`config.mk`:
```
export PLATFORM = sky130hd
export DESIGN_NAME = wptr_full_ctrl
export DESIGN_NICKNAME = d
export VERILOG_FILES = /design/src/rtl/fifo_pkg.sv /design/src/rtl/sync_2ff.sv /design/src/rtl/wptr_full_ctrl.sv
export SDC_FILE = /design/constraint.sdc
export NUM_CORES = 1
export LEC_CHECK = 0
export BUFFER_PORTS_ARGS = -buffer_cell sky130_fd_sc_hd__buf_2
export CAP_MARGIN = 5
export CORE_ASPECT_RATIO = 0.7
export CORE_MARGIN = 2
export CORE_UTILIZATION = 45
export DETAILED_ROUTE_END_ITERATION = 12
export GPL_TIMING_DRIVEN = 1
export PLACE_DENSITY = 0.67
export SKIP_CTS_REPAIR_TIMING = 1
export SYNTH_ARGS = -nofsm -noshare
export SYNTH_HDL_FRONTEND = slang
export SYNTH_HIERARCHICAL = 1
export SYNTH_SLANG_ARGS = --single-unit
export TNS_END_PERCENT = 10
```
`constraint.sdc`:
```
create_clock -name wclk -period 2.4 [get_ports wclk]
set_input_delay 0.36 -clock wclk [delete_from_list [all_inputs] [get_ports wclk]]
set_output_delay 0.36 -clock wclk [all_outputs]
set_load 0.02 [all_outputs]
```
`src/rtl/fifo_pkg.sv`:
```
// Shared FIFO pointer helpers: default geometry and binary/Gray conversions,
// used by both the write-pointer and read-pointer control blocks.
package fifo_pkg;

  localparam int DEFAULT_PTR_WIDTH = 3;
  localparam int DEFAULT_DEPTH     = 1 << DEFAULT_PTR_WIDTH;

  // Helpers work on a wide word; callers zero-extend in and truncate out,
  // which leaves the low bits of both conversions unchanged.
  localparam int MAX_PTR_BITS = 32;
  typedef logic [MAX_PTR_BITS-1:0] ptr_word_t;

  function automatic ptr_word_t bin2gray(input ptr_word_t bin);
    return bin ^ (bin >> 1);
  endfunction

  function automatic ptr_word_t gray2bin(input ptr_word_t gray);
    ptr_word_t bin;
    bin[MAX_PTR_BITS-1] = gray[MAX_PTR_BITS-1];
    for (int i = MAX_PTR_BITS - 2; i >= 0; i--) begin
      bin[i] = bin[i+1] ^ gray[i];
    end
    return bin;
  endfunction

endpackage

```
`src/rtl/sync_2ff.sv`:
```
// Two-stage synchroniser for a bus whose source is Gray coded (at most one
// bit changes per source step); synchronous active-high reset clears both stages.
module sync_2ff #(
  parameter int WIDTH = 1
) (
  input  logic             clk,
  input  logic             rst,
  input  logic [WIDTH-1:0] i_d,
  output logic [WIDTH-1:0] o_q
);

  logic [WIDTH-1:0] r_meta;
  logic [WIDTH-1:0] r_sync;

  // NOTE: sequential state uses non-blocking assignments so both stages
  // sample their inputs from before the edge and the chain really is two deep.
  always_ff @(posedge clk) begin
    if (rst) begin
      r_meta <= '0;
      r_sync <= '0;
    end else begin
      r_meta <= i_d;
      r_sync <= r_meta;
    end
  end

  assign o_q = r_sync;

endmodule

```
`src/rtl/wptr_full_ctrl.sv`:
```
// Write-side pointer and full/level logic of an async FIFO.
// Optional almost_full output is built only when WPTR_ALMOST_FULL_EN is defined.
module wptr_full_ctrl
  import fifo_pkg::*;
#(
  parameter int DEPTH     = DEFAULT_DEPTH,
  parameter int PTR_WIDTH = DEFAULT_PTR_WIDTH,
  parameter int AF_THRESH = 6
) (
  input  logic               wclk,
  input  logic               wrst,
  input  logic               w_en,
  input  logic [PTR_WIDTH:0] g_rptr,
  output logic [PTR_WIDTH:0] b_wptr,
  output logic [PTR_WIDTH:0] g_wptr,
  output logic               full,
  output logic [PTR_WIDTH:0] wr_level,
  output logic               overflow
`ifdef WPTR_ALMOST_FULL_EN
  ,
  output logic               almost_full
`endif
);

  localparam int PW = PTR_WIDTH + 1;
  // Full in Gray space: pointers differ only in their two top bits.
  localparam logic [PW-1:0] FULL_MASK = PW'(3) << (PW - 2);

  if (DEPTH != (1 << PTR_WIDTH) || AF_THRESH < 1 || AF_THRESH >= DEPTH) begin : g_param_check
    $error("wptr_full_ctrl: DEPTH must be 2**PTR_WIDTH and AF_THRESH in 1..DEPTH-1");
  end

  logic [PW-1:0] r_b_wptr;
  logic [PW-1:0] r_g_wptr;
  logic          r_full;
  logic [PW-1:0] r_wr_level;
  logic          r_overflow;

  logic [PW-1:0] w_rptr_sync;
  logic [PW-1:0] w_rptr_bin;
  logic [PW-1:0] w_b_wptr_next;
  logic [PW-1:0] w_g_wptr_next;
  logic [PW-1:0] w_level_next;
  logic          w_accept;
  logic          w_full_next;

  sync_2ff #(
    .WIDTH (PW)
  ) u_rptr_sync (
    .clk (wclk),
    .rst (wrst),
    .i_d (g_rptr),
    .o_q (w_rptr_sync)
  );

  always_comb begin
    w_accept      = w_en & ~r_full;
    w_b_wptr_next = r_b_wptr + PW'(w_accept);
    w_g_wptr_next = PW'(bin2gray(ptr_word_t'(w_b_wptr_next)));
    w_rptr_bin    = PW'(gray2bin(ptr_word_t'(w_rptr_sync)));
    w_level_next  = w_b_wptr_next - w_rptr_bin;
    w_full_next   = (w_g_wptr_next ^ w_rptr_sync) == FULL_MASK;
  end

  always_ff @(posedge wclk) begin
    if (wrst) begin
      r_b_wptr   <= '0;
      r_g_wptr   <= '0;
      r_full     <= 1'b0;
      r_wr_level <= '0;
      r_overflow <= 1'b0;
    end else begin
      r_b_wptr   <= w_b_wptr_next;
      r_g_wptr   <= w_g_wptr_next;
      r_full     <= w_full_next;
      r_wr_level <= w_level_next;
      r_overflow <= r_overflow | (w_en & r_full);
    end
  end

  assign b_wptr   = r_b_wptr;
  assign g_wptr   = r_g_wptr;
  assign full     = r_full;
  assign wr_level = r_wr_level;
  assign overflow = r_overflow;

`ifdef WPTR_ALMOST_FULL_EN
  localparam logic [PW-1:0] AF_LEVEL = PW'(AF_THRESH);

  logic r_almost_full;

  always_ff @(posedge wclk) begin
    if (wrst) begin
      r_almost_full <= 1'b0;
    end else begin
      r_almost_full <= (w_level_next >= AF_LEVEL);
    end
  end

  assign almost_full = r_almost_full;
`endif

endmodule

```
==> impl_metrics.toml, run 1 <==
[clock_network]
clock_sinks = 21
cts_tree = "built"
h-tree-depth = 1
cts-root-buf = "clkbuf_4"
path_clk_slew_ps = 110
clk_latency_ps = 300
numCtsBuffers = 3
cts_buffer_depth = 2

[grt]
grt_pass1_vias = 547
grt_pass1_wl_mm = 2.352
use_met1_pct = 17.49
grt-busiest-layer = "met2"
use_met2_pct = 24.43
antenna_found_initial = 0
grt.overflow.total = 0
track_usage_pct = 14.52
grt_max_degree = 22
gr-usage-met3_pct = 6.625

[logic_synthesis]
syn-num-nets = 94
yosysSeqAreaShare_pct = 47.32
synth_area_um2 = 888.4
synth_seq_cells = 21
ys.warnings.count = 6
synth_cells = 82
async_flop_share_pct = 0
synth_flop_cell = "dfxtp_1"
synth_edf_count = 0
synth_cell_type_count = 24
synth.avg_cell_area_um2 = 10.83

[placed_design]
gp_congestion = 0.7852
placed_cell_area_um2 = 1030
dp_worst_setup_slack_ps = -49.46
io_buffers = 20
placedCellCount = 125

[timing]
post-route-min-period_ps = 2215
timing.fmax_mhz = 451.4
drv_slew = 0
worst_slew_pin_slew_ps = 377.3
fin_crit_sh_pct = 92.30
rsz0062_at_grt = "no"
hold_viol_final = 0
fin_skew_ps = 6.431
slew_headroom_pct = 74.67
fin_ws_ps = 184.8
finalSetupViolCount = 0

[cells_and_area]
area_growth_pct = 20.28
final_util_pct = 57.62
fin_cells = 129
finalInstanceArea_um2 = 1069
final_cell_mix = "20 x dfxtp_1, 20 x buf_2, 12 x nor2b_1, 9 x nor2_1"
fillers = 182
final_nets = 120
multi_input_area_um2 = 450.4
regArea_um2 = 421.7
n_antenna_cell = 0
drive_gt1_share_pct = 32.71

[setup_path]
crit_fanout = 5
r2r-start = "full"
arrival_ps = 2440
cp-start-kind = "register"
crit_type = "reg2reg"
max_stage_delay_ps = 340
reg2reg_slack_ps = 180
required_ps = 2620
crit_path_end_kind = "register"
cpMaxStageDelayCell = "dfxtp_2"
path_cells = "nor2b_1, ha_1, ha_2, xnor2_2, inv_1, ha_1, nor2b_1, a221oi_2, nand4_1, a21oi_1"
r2r_cells = 10
worstReg2RegEnd = "wr_level[3]"
crit_start = "full"

[power_and_ir_drop]
total_power_w = 0.0007352
switching_share_pct = 29.01
switchingPower_w = 0.0002133
seq_power_share_pct = 52.9
p_per_area_nw_per_um2 = 688.1
power.internal_w = 0.0005220
peakVddDrop_v = 0.0005493
combPwrFrac_pct = 25.0
p_leak_nw = 0.4982
p_clk_share_pct = 22.2

[worst_hold_path]
hold_depth = 2
min_path_type = "in2reg"
hold_end = "u_rptr_sync/r_meta[1]"
min-delay-start = "g_rptr[1]"

[route]
post_drt_wl_per_cell_um = 11.26
ant_nets = 0
first_pass_iters = 2
avgViaCountPerCell = 4.736
route.detailed.drc = 0
vias = 611
drt_iter0_drc = 3
finalWirelength_mm = 1.452

[floorplanning]
rows = 13
io_pins = 21
start_util_pct = 47.91
die_w_um = 57.11
die_area_um2 = 2351
core_area_um2 = 1854
die_y_um = 41.18

[status]
status = "finished, final reports clean"

[run]
cap_violations = 0
## logic make-up (layout without fill, tap and decap cells)
kind of cell	count (synthesis)	after routing	synth area share (%)
adders and majority gates	5	5	7.042
buffers and inverters	6	31	3.098
and+or+nand+nor	29	29	18.31
xor gates and xnor gates	15	15	18.59
DFF	21	21	47.32
AOI/OAI and AO/OA	6	6	5.634
## power groups by stage
stage | logic, W | registers [W] | clock network, W
2_1_floorplan | 0.000103 | 0.000425 | 0
3_3_place_gp | 0.000179 | 0.000395 | 0
3_5_place_dp | 0.000183 | 0.000396 | 0
4_1_cts | 0.000184 | 0.000389 | 0.000173
5_1_grt | 0.000204 | 0.000392 | 0.000190
6_report | 0.000184 | 0.000389 | 0.000163
## stage by stage
stage	hold slack [ps]	setup TNS, ps
final	259.9	0
after global routing	241.9	0
after CTS	246.2	0
after detailed placement	427.8	-49.46
after global placement	417.3	0
after floorplan	413.8	0
## how the worst max path moves through the flow
stage	end	cells past startpoint	slack (ps)
2_1_floorplan	wr_level[3]	10	50
3_3_place_gp	wr_level[3]	11	40
3_5_place_dp	wr_level[3]	11	-50
4_1_cts	wr_level[3]	10	110
5_1_grt	wr_level[3]	10	20
6_report	wr_level[3]	10	180
## worst max-delay path: cells and delay by family, from the launching register on
| family | cells | cell delay (ps) |
|---|---|---|
| compound gates | 2 | 460 |
| flops | 1 | 340 |
| simple gates | 3 | 400 |
| fa+ha+maj | 3 | 750 |
| buf+inv | 1 | 60 |
| xor+xnor | 1 | 120 |
## registers in the layout (all words and copies together), names as in the netlist
register,cells
wr_level,4
overflow,1
g_wptr,3
u_rptr_sync/o_q,4
full,1
u_rptr_sync/r_meta,4
b_wptr,4
## layout make-up
type / instances / area share (%)
inverter: 3 / 1.054
tap: 22 / 2.576
timing repair buffer: 24 / 12.18
sequential: 21 / 39.46
multi-input combinational: 55 / 42.15
clock inverter: 1 / 0.4684
clock buffer: 3 / 2.108
## cells in the mapped netlist (all sizes together) (2+ instances only)
library cell / number / area (um2)
dfxtp: 21 / 420.4
nor2b: 12 / 75.07
nor2: 9 / 33.78
xnor2: 7 / 61.31
xor2: 6 / 52.55
ha: 5 / 62.56
a21oi: 3 / 18.77
inv: 3 / 11.26
buf: 2 / 12.51
nand4b: 2 / 17.52
## routing by layer
layer,vias to the layer above,wire [um]
li1,318,-
met1,275,693
met2,16,645
met3,2,98
met4,0,14
met5,-,0
Power figures use the tool's default switching activity.
==> run 2, diff against run 1 <==
ABC_AREA = 1   (was default)
CORE_UTILIZATION = 46   (was 45)
PLACE_DENSITY = 0.68   (was 0.67)
==> run 2 against run 1 <==
Worst setup slack gained 160 ps. Count of clock-buffer cells in the layout is the same. Clock power is essentially flat. First-iteration DRC count grew to 10 times the previous value.
==> impl_metrics.toml, run 2 <==
[grt]
antenna_found_initial = 0
grt_pass1_wl_mm = 2.449
track_usage_pct = 14.55
grt_pass1_vias = 587
grt_max_degree = 20
grt.overflow.total = 0

[timing]
hold_ws_ps = 243.6
slew_headroom_pct = 77.91
worst_slew_pin_slew_ps = 331.3
post-route-min-period_ps = 2059
tns_ps = 0
drv_slew = 0
fin_crit_sh_pct = 85.81
hold_viol_final = 0
fin_skew_ps = 5.590
finalSetupViolCount = 0
rsz0062_at_grt = "no"
timing.fmax_mhz = 485.6

[power_and_ir_drop]
power.internal_w = 0.0004961
switching_share_pct = 29.97
combPwrFrac_pct = 22.3
seq_power_share_pct = 54.3
p_leak_nw = 0.5848
switchingPower_w = 0.0002123
p_clk_share_pct = 23.5
p_per_area_nw_per_um2 = 674.1
peakVddDrop_v = 0.0005113
total_power_w = 0.0007084

[status]
status = "finished, final reports clean"

[logic_synthesis]
synth.largest_area_cell = "dfxtp_1"
synth_cells = 124
ys.warnings.count = 6
async_flop_share_pct = 0
yosysSeqAreaShare_pct = 45.78
synth_most_common_cell = "nand2_1"
ys_top_cells_by_count = "28 x nand2_1, 24 x inv_1, 21 x dfxtp_1"
syn-num-nets = 136
synth.avg_cell_area_um2 = 7.406
synth_area_leaders = "dfxtp_1 46%, nand2_1 11%, inv_1 9.8%"
synth_flop_cell = "dfxtp_1"
synth_area_um2 = 918.4
synth_cell_type_count = 19
synth_seq_cells = 21
synth_edf_count = 0
yosysTopAreaCellShare_pct = 45.78

[setup_path]
arrival_ps = 2270
crit_fanout = 4
crit_path_frequent_cell = "ha_1"
cpMaxStageDelayCell = "dfxtp_1"
crit_path_end_kind = "register"
cp-start-kind = "register"
max_stage_delay_ps = 370
critPathTopFamily = "adder cells"
crit_type = "reg2reg"
path_cells = "nor2_1, ha_1, ha_1, or2_1, nand2_2, inv_2, ha_1, nand2_1, nand3b_1, a21oi_1, nor2_1"
critical_path_buf_inv_count = 1
required_ps = 2610

[placed_design]
io_buffers = 20
placedCellCount = 163
gp_congestion = 0.8148
dp_hpwl_mm = 1.117

[floorplanning]
start_util_pct = 49.10
rows = 13
io_pins = 21
die_area_um2 = 2376
die_w_um = 57.41
die_y_um = 41.39
core_area_um2 = 1871

[run]
cap_violations = 0

[clock_network]
cts-root-buf = "clkbuf_4"
h-tree-depth = 1
clk_latency_ps = 300
clock_sinks = 21
numCtsBuffers = 3
cts_tree = "built"
path_clk_slew_ps = 110
cts_buffer_depth = 2

[route]
avgViaCountPerCell = 4.365
finalWirelength_mm = 1.484
ant_nets = 0
post_drt_wl_per_cell_um = 8.886
route.detailed.drc = 0
vias = 729
first_pass_iters = 4
drt_iter0_drc = 31

[worst_hold_path]
min_path_type = "in2reg"

[cells_and_area]
fin_cells = 167
final_common_cell = "nand2_1"
final_nets = 158
n_antenna_cell = 0
final_cell_mix = "28 x nand2_1, 24 x inv_1, 21 x dfxtp_1, 20 x nor2_1, 20 x buf_2"
fillers = 173
area_growth_pct = 14.44
drive_gt1_share_pct = 20.69
run 2: routing by layer:
metal	global-route usage, %	wire [um]	vias to the layer above
li1	-	-	405
met3	6.481	80	2
met4	5.233	14	0
met5	0	0	-
met2	23.58	602	15
met1	17.59	787	307
run 2: worst min-delay path, delay by kind of cell:
family	cells	cell delay, ps
buf+inv	2	130
simple gates	1	30
run 2: worst paths after layout:
check / start / end / slack [ps] / cells after the start
max: full / wr_level[3] / 340 / 11
max reg2reg: full / wr_level[3] / 340 / 11
min reg2reg: u_rptr_sync/r_meta[1] / u_rptr_sync/o_q[1] / 410 / 2
min: g_rptr[0] / u_rptr_sync/r_meta[0] / 240 / 3
run 2: kinds of logic (layout without fill, tap and decap cells):
logic type,Yosys count,after routing,share of synthesized area [%]
AOI/OAI and AO/OA,6,6,3.678
xor gates and xnor gates,4,4,3.815
DFF,21,21,45.78
and+or+nand+nor,59,59,26.84
buffers and inverters,29,50,13.08
adders and majority gates,5,5,6.812
run 2: metrics by stage:
step | area (um2) | util (%) | worst slack [ps]
3_3_place_gp | 1023 | 54.72 | 270.6
3_5_place_dp | 1023 | 54.72 | 202.9
5_1_grt | 1051 | 56.19 | 161.8
6_report | 1051 | 56.19 | 340.5
2_1_floorplan | 918.4 | - | 339.6
4_1_cts | 1051 | 56.19 | 334.2
run 2: cell type report:
type / count / area [um2] / share of cell area [%]
clock buffer: 3 / 22.52 / 2.143
inverter: 26 / 97.59 / 9.286
timing repair buffer: 20 / 100.1 / 9.524
sequential: 21 / 420.4 / 40.00
multi-input combinational: 74 / 377.9 / 35.95
clock inverter: 1 / 5.005 / 0.4762
tap: 22 / 27.53 / 2.619
run 2: power groups by stage:
stage,sequential (W),clock [W],combinational (W)
6_report,0.000384,0.000166,0.000158
5_1_grt,0.000388,0.000192,0.000181
4_1_cts,0.000384,0.000173,0.000159
3_5_place_dp,0.000392,0,0.000158
3_3_place_gp,0.000392,0,0.000157
2_1_floorplan,0.000419,0,0.0000925
==> run 3, diff against run 2 <==
CELL_PAD_IN_SITES_DETAIL_PLACEMENT = 1   (was default)
CELL_PAD_IN_SITES_GLOBAL_PLACEMENT = 1   (was default)
CORE_UTILIZATION = 33   (was 46)
PLACE_DENSITY = default   (was 0.68)
PLACE_DENSITY_LB_ADDON = 0.1   (was default)
==> run 3 against run 2 <==
Routed wire length increased by 29%. Highest routed layer unchanged. Largest power group unchanged. Total power increased by 9.9%. Final cell count increased by 7.2%. Sequential power about the same. First-iteration DRC count decreased by 55%. Combinational power increased by 5%. Cell area increased by 3.2%. Clock skew decreased by 3.7 ps. Largest cell class unchanged. Critical path depth unchanged.
==> impl_metrics.toml, run 3 (synthesized netlist as in run 2, its figures left out) <==
[status]
status = "finished, final reports clean"

[cells_and_area]
final_common_cell = "nand2_1"
final_nets = 158
fin_cells = 179
n_antenna_cell = 0
area_growth_pct = 18.12
final_cell_mix = "28 x nand2_1, 24 x inv_1, 21 x dfxtp_1, 20 x nor2_1, 20 x buf_2"
drive_gt1_share_pct = 20.69

[clock_network]
clk_latency_ps = 260
numCtsBuffers = 3
cts-root-buf = "clkbuf_8"
path_clk_slew_ps = 80
cts_tree = "built"
h-tree-depth = 1
clock_sinks = 21
cts_buffer_depth = 2

[timing]
slew_headroom_pct = 76.56
fin_skew_ps = 1.845
timing.fmax_mhz = 464.4
fin_crit_sh_pct = 89.71
post-route-min-period_ps = 2153
hold_viol_final = 0
tns_ps = 0
rsz0062_at_grt = "no"
worst_slew_pin_slew_ps = 351.6
drv_slew = 0
finalSetupViolCount = 0

[power_and_ir_drop]
p_per_area_nw_per_um2 = 717.5
peakVddDrop_v = 0.0003843
total_power_w = 0.0007783
p_leak_nw = 0.5926

[setup_path]
critical_path_buf_inv_count = 1
crit_path_frequent_cell = "ha_1"
path_cells = "nor2_1, ha_1, ha_1, or2_1, nand2_2, inv_2, ha_1, nand2_1, nand3b_1, a21oi_1, nor2_1"
cpMaxStageDelayCell = "dfxtp_1"
crit_type = "reg2reg"
cp_num_cells = 11
cp-start-kind = "register"
required_ps = 2550
crit_fanout = 4
crit_path_end_kind = "register"
r2r_cells = 11
arrival_ps = 2300
critPathTopFamily = "adder cells"
max_stage_delay_ps = 370

[route]
finalWirelength_mm = 1.918
vias = 777
ant_nets = 0
drt_iter0_drc = 14
route.detailed.drc = 0
post_drt_wl_per_cell_um = 10.72
first_pass_iters = 2
avgViaCountPerCell = 4.341

[grt]
track_usage_pct = 13.76
antenna_found_initial = 0
grt_pass1_wl_mm = 3.187
grt_max_degree = 20
grt_pass1_vias = 759
grt.overflow.total = 0

[floorplanning]
rows = 15
die_w_um = 67.05
die_area_um2 = 3227
start_util_pct = 35.98
io_pins = 21
core_area_um2 = 2552
die_y_um = 48.14

[placed_design]
dp_hpwl_mm = 1.492
placedCellCount = 175
io_buffers = 20
gp_congestion = 0.7485

[worst_hold_path]
min_path_type = "in2reg"
hold_depth = 3

[run]
cap_violations = 0
-- run 3: report_power, final --
group	total (W)	switching (W)	internal, W
clock network	0.000229	0.000113	0.000116
logic	0.000166	0.000107	0.0000589
registers	0.000384	0.00000903	0.000375
total	0.000778	0.000229	0.000549
-- run 3: tightest hold or removal path, stage by stage --
cell,delay [ps]
buf_2,70
inv_1,30
nor2_1,60
-- run 3: worst paths after layout --
check                              from                     to  slack (ps)
hold / removal                g_rptr[1]  u_rptr_sync/r_meta[1]         300
hold reg to reg   u_rptr_sync/r_meta[0]     u_rptr_sync/o_q[0]         410
setup reg to reg                   full            wr_level[3]         250
setup / recovery                   full            wr_level[3]         250
-- run 3: routing by layer --
layer	routed length, um	up-vias	global-route usage (%)	part of all wire [%]
li1	-	407	-	-
met5	0	-	0	0
met1	994	354	17.37	52
met4	12	0	3.673	0.63
met2	835	14	22.97	44
met3	76	2	4.850	4.0
-- run 3: layout make-up --
type / count / area [um2]
clock inverter: 1 / 5.005
clock buffer: 3 / 41.29
timing repair buffer: 20 / 100.1
multi-input combinational: 74 / 377.9
inverter: 26 / 97.59
tap: 34 / 42.54
sequential: 21 / 420.4
fill: 339 / 1468
-- run 3: per-stage QoR --
stage	utilization, %	setup WS, ps	instance area [um2]	hold WS (ps)
3_3_place_gp	40.69	267.8	1039	393.2
6_report	42.50	246.9	1085	298.4
2_1_floorplan	-	339.6	918.4	388.3
4_1_cts	42.50	220.7	1085	295.2
5_1_grt	42.50	45.98	1085	311.0
3_5_place_dp	40.69	121.6	1039	400.1
